[config.mk]
export PLATFORM = sky130hd
export DESIGN_NAME = dkong_obj_linebuf
export DESIGN_NICKNAME = d
export VERILOG_FILES = /design/src/rtl/dkong_obj_linebuf.sv
export SDC_FILE = /design/constraint.sdc
export NUM_CORES = 2
export LEC_CHECK = 0
export BUFFER_PORTS_ARGS = -buffer_cell sky130_fd_sc_hd__buf_4
export CAP_MARGIN = 10
export CELL_PAD_IN_SITES_DETAIL_PLACEMENT = 0
export CELL_PAD_IN_SITES_GLOBAL_PLACEMENT = 2
export CORE_UTILIZATION = 47
export DETAILED_ROUTE_END_ITERATION = 16
export PLACE_DENSITY = 0.87
export SKIP_LAST_GASP = 1
export SYNTH_ARGS = -nofsm -noshare
export SYNTH_HDL_FRONTEND = slang
export SYNTH_SLANG_ARGS = --single-unit
[constraint.sdc]
create_clock -name CLK_24M -period 7 [get_ports CLK_24M]
set_clock_uncertainty 0.1 [all_clocks]
set_input_delay 1.4 -clock CLK_24M [delete_from_list [all_inputs] [get_ports CLK_24M]]
set_output_delay 1.4 -clock CLK_24M [all_outputs]
set_load 0.05 [all_outputs]
[src/rtl/dkong_obj_linebuf.sv]
// Double-buffered object line buffer feeding the colour-palette stage.
//
// The sprite engine writes the next scanline into the write bank while the current scanline
// is read out of the read bank at the 6 MHz pixel rate. Every location is cleared as it is read.
// Object bits [1:0]==0 mean transparent. The first opaque pixel written to an x position wins,
// and later opaque writes to that position are dropped.
//
// Ports:
//   CLK_24M       system clock
//   W_1EF_RST     asynchronous active-low reset
//   CLK_6M_EN     pixel-rate enable, one CLK_24M cycle in four
//   I_LINE_START  swap banks (sampled on CLK_6M_EN)
//   I_WR_EN       object pixel write request (sampled on CLK_6M_EN)
//   I_WR_X        write x position
//   I_WR_D        write pixel {colour[3:0], pixel[1:0]}
//   I_RD_EN       active-display readout (sampled on CLK_6M_EN)
//   I_RD_X        horizontal pixel counter
//   I_FLIP        screen flip; the read address is ~I_RD_X when set
//   O_OBJ_D       object pixel to the palette stage, one pixel of latency
//   O_INIT_BUSY   high while the post-reset clear sweep runs
module dkong_obj_linebuf #(
  parameter int unsigned ADDR_W     = 8,
  parameter int unsigned DATA_W     = 6,
  parameter bit          INIT_CLEAR = 1'b1
) (
  input  logic              CLK_24M,
  input  logic              W_1EF_RST,
  input  logic              CLK_6M_EN,
  input  logic              I_LINE_START,
  input  logic              I_WR_EN,
  input  logic [ADDR_W-1:0] I_WR_X,
  input  logic [DATA_W-1:0] I_WR_D,
  input  logic              I_RD_EN,
  input  logic [ADDR_W-1:0] I_RD_X,
  input  logic              I_FLIP,
  output logic [DATA_W-1:0] O_OBJ_D,
  output logic              O_INIT_BUSY
);

  localparam int unsigned DEPTH = 2 ** ADDR_W;

  // Control state
  logic              bank_q;
  logic              busy_q;
  logic [ADDR_W-1:0] sweep_q;

  // Write pipeline: p1 = read the old contents, p2 = conditional commit
  logic              wr_p1_q, wr_p2_q;
  logic [ADDR_W-1:0] wr_addr_q;
  logic [DATA_W-1:0] wr_data_q;
  logic              wr_bank_q;

  // Read pipeline: p1 = read, p2 = capture value and clear the location
  logic              rd_p1_q, rd_p2_q;
  logic [ADDR_W-1:0] rd_addr_q;
  logic              rd_bank_q;
  logic [DATA_W-1:0] rd_val_q;
  logic [DATA_W-1:0] obj_q;

  // Per-bank single-port RAM interface
  logic [ADDR_W-1:0] bank_addr [2];
  logic              bank_we   [2];
  logic [DATA_W-1:0] bank_wd   [2];
  logic [DATA_W-1:0] bank_rd   [2];

  logic wr_commit;
  assign wr_commit = wr_p2_q && (bank_rd[wr_bank_q][1:0] == 2'b00);

  // Writes and reads always target opposite banks, so each bank needs only one port.
  always_comb begin
    for (int b = 0; b < 2; b++) begin
      bank_addr[b] = '0;
      bank_we[b]   = 1'b0;
      bank_wd[b]   = '0;
      if (busy_q) begin
        bank_addr[b] = sweep_q;
        bank_we[b]   = 1'b1;
      end else if ((wr_p1_q || wr_p2_q) && (wr_bank_q == b[0])) begin
        bank_addr[b] = wr_addr_q;
        bank_we[b]   = wr_commit;
        bank_wd[b]   = wr_data_q;
      end else if ((rd_p1_q || rd_p2_q) && (rd_bank_q == b[0])) begin
        bank_addr[b] = rd_addr_q;
        bank_we[b]   = rd_p2_q;
      end
    end
  end

  // The RAM contents are not reset; the init sweep clears them instead.
  for (genvar g = 0; g < 2; g++) begin : g_bank
    logic [DATA_W-1:0] mem [DEPTH];
    logic [DATA_W-1:0] rd_q;

    always_ff @(posedge CLK_24M) begin
      if (bank_we[g]) begin
        mem[bank_addr[g]] <= bank_wd[g];
      end
      rd_q <= mem[bank_addr[g]];
    end

    assign bank_rd[g] = rd_q;
  end

  always_ff @(posedge CLK_24M or negedge W_1EF_RST) begin
    if (!W_1EF_RST) begin
      bank_q    <= 1'b0;
      busy_q    <= INIT_CLEAR;
      sweep_q   <= '0;
      wr_p1_q   <= 1'b0;
      wr_p2_q   <= 1'b0;
      wr_addr_q <= '0;
      wr_data_q <= '0;
      wr_bank_q <= 1'b0;
      rd_p1_q   <= 1'b0;
      rd_p2_q   <= 1'b0;
      rd_addr_q <= '0;
      rd_bank_q <= 1'b1;
      rd_val_q  <= '0;
      obj_q     <= '0;
    end else begin
      wr_p1_q <= 1'b0;
      wr_p2_q <= wr_p1_q;
      rd_p1_q <= 1'b0;
      rd_p2_q <= rd_p1_q;

      if (busy_q) begin
        sweep_q <= sweep_q + 1'b1;
        if (sweep_q == '1) begin
          busy_q <= 1'b0;
        end
      end else if (CLK_6M_EN) begin
        // Operations sampled on this enable use the old bank; the swap applies from the next.
        if (I_LINE_START) begin
          bank_q <= ~bank_q;
        end
        // Transparent requests never need to touch the RAM.
        if (I_WR_EN && (I_WR_D[1:0] != 2'b00)) begin
          wr_p1_q   <= 1'b1;
          wr_addr_q <= I_WR_X;
          wr_data_q <= I_WR_D;
          wr_bank_q <= bank_q;
        end
        if (I_RD_EN) begin
          rd_p1_q   <= 1'b1;
          rd_addr_q <= I_FLIP ? ~I_RD_X : I_RD_X;
        end
        rd_bank_q <= ~bank_q;
        // Present the previous pixel's value; the slot stays 0 unless a read fills it.
        obj_q    <= rd_val_q;
        rd_val_q <= '0;
      end

      if (rd_p2_q) begin
        rd_val_q <= bank_rd[rd_bank_q];
      end
    end
  end

  assign O_OBJ_D     = obj_q;
  assign O_INIT_BUSY = busy_q;

endmodule

==> flow_summary.toml <==
[placed_design]
dpl.hpwl_um = 192000
routabilityCongestion = 0.871
port_buffers = 35
place_ws_ns = 1.33

[hold_path]
min-delay-start = "rd_p1_q"
hp-class = "reg -> reg"

[die]
core_sq_um = 262000
die_width_um = 515
initial_core_util_pct = 47.2
placementRows = 188
die-area_sq_um = 266000
die_h_um = 515
io_pins = 36

[final_layout]
layout_commonest_cell = "edfxtp_1"
drive_gt1_share_pct = 9.26
mostFrequentLayoutCells = "edfxtp_1, nand2_1, a21oi_1, a32oi_1, nor2_1"
area_growth_pct = 10.9
finalNetCount = 8611

[global_routing]
grt_pass1_vias = 72271
grt_pass1_wl_um = 485000
grt_max_degree = 213
use_met1_pct = 33.8
overflow = 0
track_usage_pct = 24.5
grt_busiest_layer = "met2"
use_met2_pct = 38.3
grtUsageMet3_pct = 4.16
antenna_found_initial = 7

[setup_path]
crit_fanout = 171
path_cells = "clkinv_1, o311a_1, nor2_4, buf_12, buf_4, a32oi_1, a22oi_1, nand2_1, a22o_1, o31ai_1, nand3_1"
crit_path_max_incr_delay_ns = 0.84
cp_top_family = "buffers and inverters"
cp_num_buf_inv = 3
rr_startpoint = "O_INIT_BUSY"
worstSetupPathType = "reg -> reg"
slowest_stage = "dfstp_2"
startpoint_type = "register"
crit_arrival_ns = 6.40
crit_path_end_kind = "register"
cp.required_ns = 7.63
startpoint = "O_INIT_BUSY"

[logic_synthesis]
netlist_area_sq_um = 124000
syn_inst = 8703
synth_area_leaders = "edfxtp_1, nand2_1, a32oi_1"
async_flop_share_pct = 1.60
syn_area_per_cell_sq_um = 14.2
synth.top_cell.area_share_pct = 74.5
syn-num-nets = 8733
yosys_warnings = 0
synth-main-ff-cell = "edfxtp_1"
synth_edf_count = 3072
synth-seq-area-share_pct = 75.7
yosysTopAreaCell = "edfxtp_1"
synth_seq_cells = 3134
ys_types = 58

[routing]
post_drt_wl_per_cell_um = 26.7
route.detailed.drc = 0
detail-route-antenna-nets = 0
viasPerCell = 6.09
dr.pass1.iters = 7
wl_um = 330000
drt_iter0_markers = 8891
vias = 75248

[cts]
root_buffer = "clkbuf_16"
ctsResizeCount = 0
cts_tree = "built"
numCtsBuffers = 327
path_clk_slew_ns = 0.06
post-cts-setup-buffer-count = 0
cts_sinks = 3134
clk_latency_ns = 0.89
clk_path_buf_depth = 4
cts_hold_buf = 0
htree_levels = 5

[run_status]
outcome = "finished, final reports clean"

[pwr]
cellPowerDensity_nw_per_um2 = 335
p_leak_nw = 45.2
ir_worst_vdd_v = 0.000229

[sta]
max_freq_ghz = 0.173
fin_ws_ns = 1.23
max-slew-margin-rel_pct = 12.8
finalSetupViolCount = 0
slew_viol_final = 0
worst_pin_slew_ns = 1.30
fin_tns_setup_ns = 0
fin_crit_ns = 5.77
fin_crit_sh_pct = 82.4
hold_viol = 0
rsz0062_at_grt = "no"

[flow_run]
maxCapViolations = 0
==> layer usage <==
layer / part of all wire [%] / wire length (um) / up-vias
met3: 8.3 / 27300 / 690
met1: 40 / 133000 / 38079
li1: - / - / 32988
met2: 47 / 154000 / 3489
met4: 4.8 / 15900 / 2
met5: 0.0042 / 14 / -
==> report_power, final <==
group          switching (mW)  internal (mW)  leakage, nW
Combinational            5.89           2.26         10.9
Clock                    7.12           9.42         4.93
Sequential              0.150           21.2         29.3
Total                    13.2           32.9         45.2
==> final timing paths <==
path	to	slack, ns	cells after the start
max in group asynchronous	rd_addr_q[5]	5.85	1
min in group asynchronous	O_OBJ_D[2]	0.47	1
hold reg to reg	rd_p2_q	0.31	0
setup reg to reg	g_bank[1].rd_q[2]	1.23	11
hold / removal	rd_p2_q	0.31	0
setup / recovery	g_bank[1].rd_q[2]	1.23	11
==> cell usage after synthesis, types with 38 or more instances <==
library cell and instances:
buf_2 298, clkbuf_1 255, nor3_1 52, a22oi_1 345, and3_1 38, buf_1 66, nand2_1 2134, nand3_1 185
mux4_2 128, edfxtp_1 3072, dfrtp_1 48, a32oi_1 589, a21oi_1 714, nor2_1 528
==> logic make-up (layout without fill, tap and decap cells) <==
family,count (synthesis),count (layout),synth area share [%]
DFF,3134,3134,75.7
and+or+nand+nor,2992,2992,9.51
AOI/OAI and AO/OA,1767,1767,9.84
buffers and inverters,640,768,2.32
muxes,153,153,2.55
xor gates and xnor gates,16,16,0.113
adders and majority gates,1,1,0.0101
other,0,1,0
==> per-stage QoR <==
stage | hold WS [ns] | cells | utilization [%] | instance area, sq um | power [mW]
after floorplan | 0.268 | 8703 | - | 124000 | 27.1
after global placement | 0.284 | 11766 | 48.6 | 127000 | 29.7
after detailed placement | 0.294 | 11766 | 48.6 | 127000 | 29.8
after CTS | 0.309 | 12345 | 52.4 | 137000 | 46.2
after global routing | 0.322 | 12347 | 52.4 | 137000 | 47.5
final | 0.313 | 12347 | 52.4 | 137000 | 46.1
==> registers in the layout (all words and copies together), names as in the netlist <==
name and flops:
rd_p1_q 1, g_bank.rd_q 12, bank_q 1, wr_data_q 6, wr_p1_q 1, wr_addr_q 8, rd_bank_q 1, rd_val_q 6
sweep_q 8, wr_bank_q 1, rd_p2_q 1, O_INIT_BUSY 1, rd_addr_q 8, O_OBJ_D 6, wr_p2_q 1, g_bank.mem 3072
==> layout make-up <==
class                           count  area [sq um]
Tap cell                         3515          4400
Fill cell                       21237        125000
Antenna cell                        1          2.50
Sequential cell                  3134         93700
Timing Repair Buffer              187          1770
Clock inverter                    186          1550
Inverter                            2          7.51
Multi-Input combinational cell   4929         27500
Clock buffer                      393          8520
Power figures use the tool's default switching activity.
